[src/rtl/pkt_sentinel_pkg.sv]
// Shared types for the IPv4 rule checker: rule entry layout, FSM states and
// the header/rule match predicate.
package pkt_sentinel_pkg;

  localparam int IPV4_W = 32;

  typedef struct packed {
    logic              en;
    logic              allow;
    logic [IPV4_W-1:0] src;
    logic [IPV4_W-1:0] src_mask;
    logic [IPV4_W-1:0] dst;
    logic [IPV4_W-1:0] dst_mask;
  } rule_t;

  typedef enum logic [1:0] {
    IDLE = 2'd0,
    SCAN = 2'd1,
    DONE = 2'd2
  } chk_state_e;

  function automatic logic rule_match(input rule_t r,
                                      input logic [IPV4_W-1:0] s,
                                      input logic [IPV4_W-1:0] d);
    return r.en &&
           ((s & r.src_mask) == (r.src & r.src_mask)) &&
           ((d & r.dst_mask) == (r.dst & r.dst_mask));
  endfunction

endpackage

[src/rtl/ip_rule_checker_table.sv]
// Rule storage: NUM_RULES registered entries, one synchronous write port and
// one combinational read port.
module ip_rule_table
  import pkt_sentinel_pkg::*;
#(
  parameter int NUM_RULES = 16
) (
  input  logic                         clk,
  input  logic                         rst,
  input  logic                         we,
  input  logic [$clog2(NUM_RULES)-1:0] waddr,
  input  rule_t                        wdata,
  input  logic [$clog2(NUM_RULES)-1:0] raddr,
  output rule_t                        rdata
);

  rule_t table_q [NUM_RULES];
  rule_t table_d [NUM_RULES];

  always_comb begin
    for (int i = 0; i < NUM_RULES; i++) begin
      table_d[i] = table_q[i];
    end
    if (we) begin
      table_d[waddr] = wdata;
    end
  end

  always_ff @(posedge clk) begin
    for (int i = 0; i < NUM_RULES; i++) begin
      if (rst) begin
        table_q[i] <= '0;
      end else begin
        table_q[i] <= table_d[i];
      end
    end
  end

  assign rdata = table_q[raddr];

endmodule

[config.mk]
export PLATFORM = sky130hd
export DESIGN_NAME = ip_rule_table
export DESIGN_NICKNAME = d
export VERILOG_FILES = /design/src/rtl/pkt_sentinel_pkg.sv /design/src/rtl/ip_rule_checker_table.sv
export SDC_FILE = /design/constraint.sdc
export NUM_CORES = 2
export LEC_CHECK = 0
export ABC_CLOCK_PERIOD_IN_PS = 3900
export CAP_MARGIN = 20
export CORE_AREA = 2 2 358 431
export CTS_CLUSTER_DIAMETER = 200
export DETAILED_ROUTE_END_ITERATION = 8
export DIE_AREA = 0 0 360 433
export PLACE_DENSITY = 0.83
export REMOVE_ABC_BUFFERS = 1
export SLEW_MARGIN = 20
export SYNTH_ARGS = -nofsm -noshare
export SYNTH_HDL_FRONTEND = slang
export SYNTH_SLANG_ARGS = --single-unit
[constraint.sdc]
create_clock -name clk -period 3.9 [get_ports clk]
set_input_delay 1.17 -clock clk [delete_from_list [all_inputs] [get_ports clk]]
set_output_delay 1.17 -clock clk [all_outputs]
set_load 0.05 [all_outputs]
==> impl_metrics.json <==
{
  "reg.largest.list": "table_q: 2080 flops",
  "clkTransAtPathRegs_ps": 70,
  "crit_path_end_kind": "primary output",
  "seq_area_frac_synth_pct": 44.5,
  "finalClockSkew_ps": 0,
  "nFillCells": 9903,
  "wl_per_cell_um": 26.3,
  "hold_ws_ps": 474,
  "p_per_area_nw_per_um2": 430,
  "hold_depth": 2,
  "fmax_ghz": 0.247,
  "drt_pre_antenna_iters": 9,
  "status": "finished with violations",
  "ioPinCount": 271,
  "synth_ff_type": "dfxtp_1",
  "synth_edf_count": 0,
  "syn_avg_cell_area_sq_um": 8.61,
  "synthCells": 10900,
  "vias_per_cell": 7.49,
  "setup_ws_ps": -141,
  "cts_made_buffers": 199,
  "multiInputGateArea_sq_um": 47200,
  "crit_fanout": 7,
  "routabilityCongestion": 0.845,
  "peakVddDrop_uv": 468,
  "seqCellArea_sq_um": 41600,
  "hp-start": "table_q[4][45]$_SDFFE_PP0P_",
  "cts_hold_buf": 0,
  "antenna_found_initial": 38,
  "dpl.hpwl_mm": 173,
  "crit_type": "in2out",
  "grt-ovfl-total": 0,
  "drive_gt1_share_pct": 18.3,
  "largest_reg_flops": 2080,
  "final_cells": 12600,
  "hold_violations": 0,
  "syn2layout_area_growth_pct": 18.6,
  "totalPowerFinal_mw": 47.7,
  "grt_pass1_wl_mm": 503,
  "core_sq_um": 152000,
  "cts_tree": "done",
  "dieArea_sq_um": 156000,
  "die_y_um": 433,
  "rsz0062_at_grt": "yes",
  "post-place-ws_ps": -414,
  "finalSetupViolCount": 84,
  "async_flop_share_pct": 0,
  "clk_path_buf_depth": 3,
  "netlist.area_leader.share_pct": 44.5,
  "netlist_area_sq_um": 93600,
  "htree_levels": 4,
  "ys_warn_count": 0,
  "synth.largest_area_cell": "dfxtp_1",
  "ant_nets": 0,
  "ys_top_cells_by_count": "nand3_1, a21oi_1, dfxtp_1",
  "post-route-period-util_pct": 104,
  "start_util_pct": 61.7,
  "post-route-util_pct": 73.1,
  "slew_violations": 0,
  "hold_path.class": "reg2reg",
  "min_to": "table_q[4][45]$_SDFFE_PP0P_",
  "cts_root_buf": "clkbuf_16",
  "worst_r2r_endpoint": "table_q[13][18]$_SDFFE_PP0P_",
  "r2r_cells": 2,
  "rows": 157,
  "regMostFlops": "table_q",
  "wirelength_mm": 330,
  "leakage_nw": 35.4,
  "cap_violations": 0,
  "grt_pass1_vias": 92100,
  "cts.sink_count": 2080,
  "io_buffers": 270,
  "grt_use_total_pct": 39.9,
  "yosysMostFrequentCell": "nand3_1",
  "nets": 10500,
  "placed_cells": 12100,
  "violations": "DRC, setup timing",
  "drt_first_iter_violations": 17700,
  "die_x_um": 360,
  "ys_top_cells_by_area": "dfxtp_1, mux4_2, nand3_1, a21oi_1, o21ai_0",
  "synth-seq-cells": 2080,
  "synth.distinct_cells": 35,
  "tightest_slew_ps": 994,
  "grt_max_degree": 189,
  "drcViolationCount": 1,
  "reg2reg_slack_ps": 3030,
  "clkLatencyLatePin_ps": 840,
  "rr_startpoint": "table_q[13][18]$_SDFFE_PP0P_",
  "arrival_ps": 2870,
  "num_vias": 94000,
  "cp_data_required_time_ps": 2730,
  "slew_headroom_pct": 33.7,
  "finalCriticalPeriod_ps": 4040,
  "worst_setup_path_start_kind": "input port"
}
## worst max path at each step
stage               startpoint                    endpoint  slack, ps  cells past startpoint
floorplan             waddr[1]  table_q[0][0]$_SDFFE_PP0P_     -26010                      3
global placement      raddr[0]                   rdata[84]       -380                      7
detailed placement    raddr[0]                   rdata[86]       -410                      7
CTS                   raddr[0]                    rdata[7]       -120                      8
global route          raddr[1]                  rdata[121]       -150                      8
finish                raddr[1]                  rdata[121]       -140                      8
## per-layer routing
layer | vias to the layer above | part of all wire (%) | GRT usage [%]
li1 | 38800 | - | -
met1 | 45100 | 34 | 47.6
met2 | 8239 | 46 | 63.4
met3 | 1825 | 13 | 10.2
met4 | 38 | 6.9 | 27.5
met5 | - | 0.077 | 0
## where the power goes
group	total, mW	internal [mW]	leakage, nW	switching (mW)
registers	21.7	21.5	16.8	0.139
clock network	20.7	11.9	3.45	8.79
logic	5.42	1.82	15.1	3.60
total	47.7	35.2	35.4	12.5
## cell families (layout without fill, tap and decap cells)
| kind of cell | Yosys count | after routing | share of synthesized area (%) |
|---|---|---|---|
| AOI/OAI and AO/OA | 4427 | 4427 | 24.3 |
| and+or+nand+nor | 2254 | 2254 | 11.9 |
| DFF | 2080 | 2080 | 44.5 |
| buffers and inverters | 1594 | 1263 | 6.86 |
| muxes | 522 | 522 | 12.5 |
| other | 0 | 27 | 0 |
## stage by stage
stage	TNS, ps	area, sq um
2_1_floorplan	-	87200
3_3_place_gp	-29370	100000
3_5_place_dp	-29800	100000
4_1_cts	-2380	110000
5_1_grt	-3970	111000
6_report	-3310	111000
## layout make-up
class / count / share of cell area [%]
Sequential cell: 2080 / 37.5
Antenna cell: 27 / 0.0608
Tap cell: 1987 / 2.24
Clock inverter: 70 / 0.896
Inverter: 1 / 0.00338
Multi-Input combinational cell: 7203 / 42.5
Clock buffer: 301 / 5.39
Timing Repair Buffer: 891 / 11.4
## cells in the final DEF (no fill, tap or decap), drive strengths merged
cell type / netlist / final
nor3: 2 / 2
or3b: 1 / 1
mux2: 5 / 5
clkinvlp: 0 / 3
clkdlybuf4s50: 0 / 135
nor2b: 12 / 12
dfxtp: 2080 / 2080
and3b: 2 / 2
o22ai: 92 / 92
clkinv: 0 / 41
and2: 4 / 4
a22oi: 165 / 165
mux2i: 2 / 2
inv: 1 / 8
clkbuf: 1223 / 311
a31o: 1 / 1
nand3b: 2 / 2
o31a: 1 / 1
nand2: 87 / 87
mux4: 515 / 515
o31ai: 3 / 3
a21oi: 2080 / 2080
nor3b: 1 / 1
nor2: 50 / 50
nand2b: 8 / 8
buf: 370 / 744
a2bb2oi: 1 / 1
bufinv: 0 / 19
nand3: 2081 / 2081
diode: 0 / 27
a211oi: 3 / 3
bufbuf: 0 / 2
and3: 1 / 1
or2: 3 / 3
a22o: 1 / 1
o21ai: 2080 / 2080
## what timing repair did
action	in CTS	in global routing
cloned	37	8
endpoints found under the setup margin	130	123
pin swaps	133	107
resized for setup	407	148
buffers inserted	50	29
## worst max-delay path, cell delays in order
cell,delay (ps)
buf_16,150
buf_12,140
buf_16,170
buf_16,160
mux4_2,520
a22oi_2,220
nand2_2,140
buf_12,170
(Power assumes the default switching activity.)
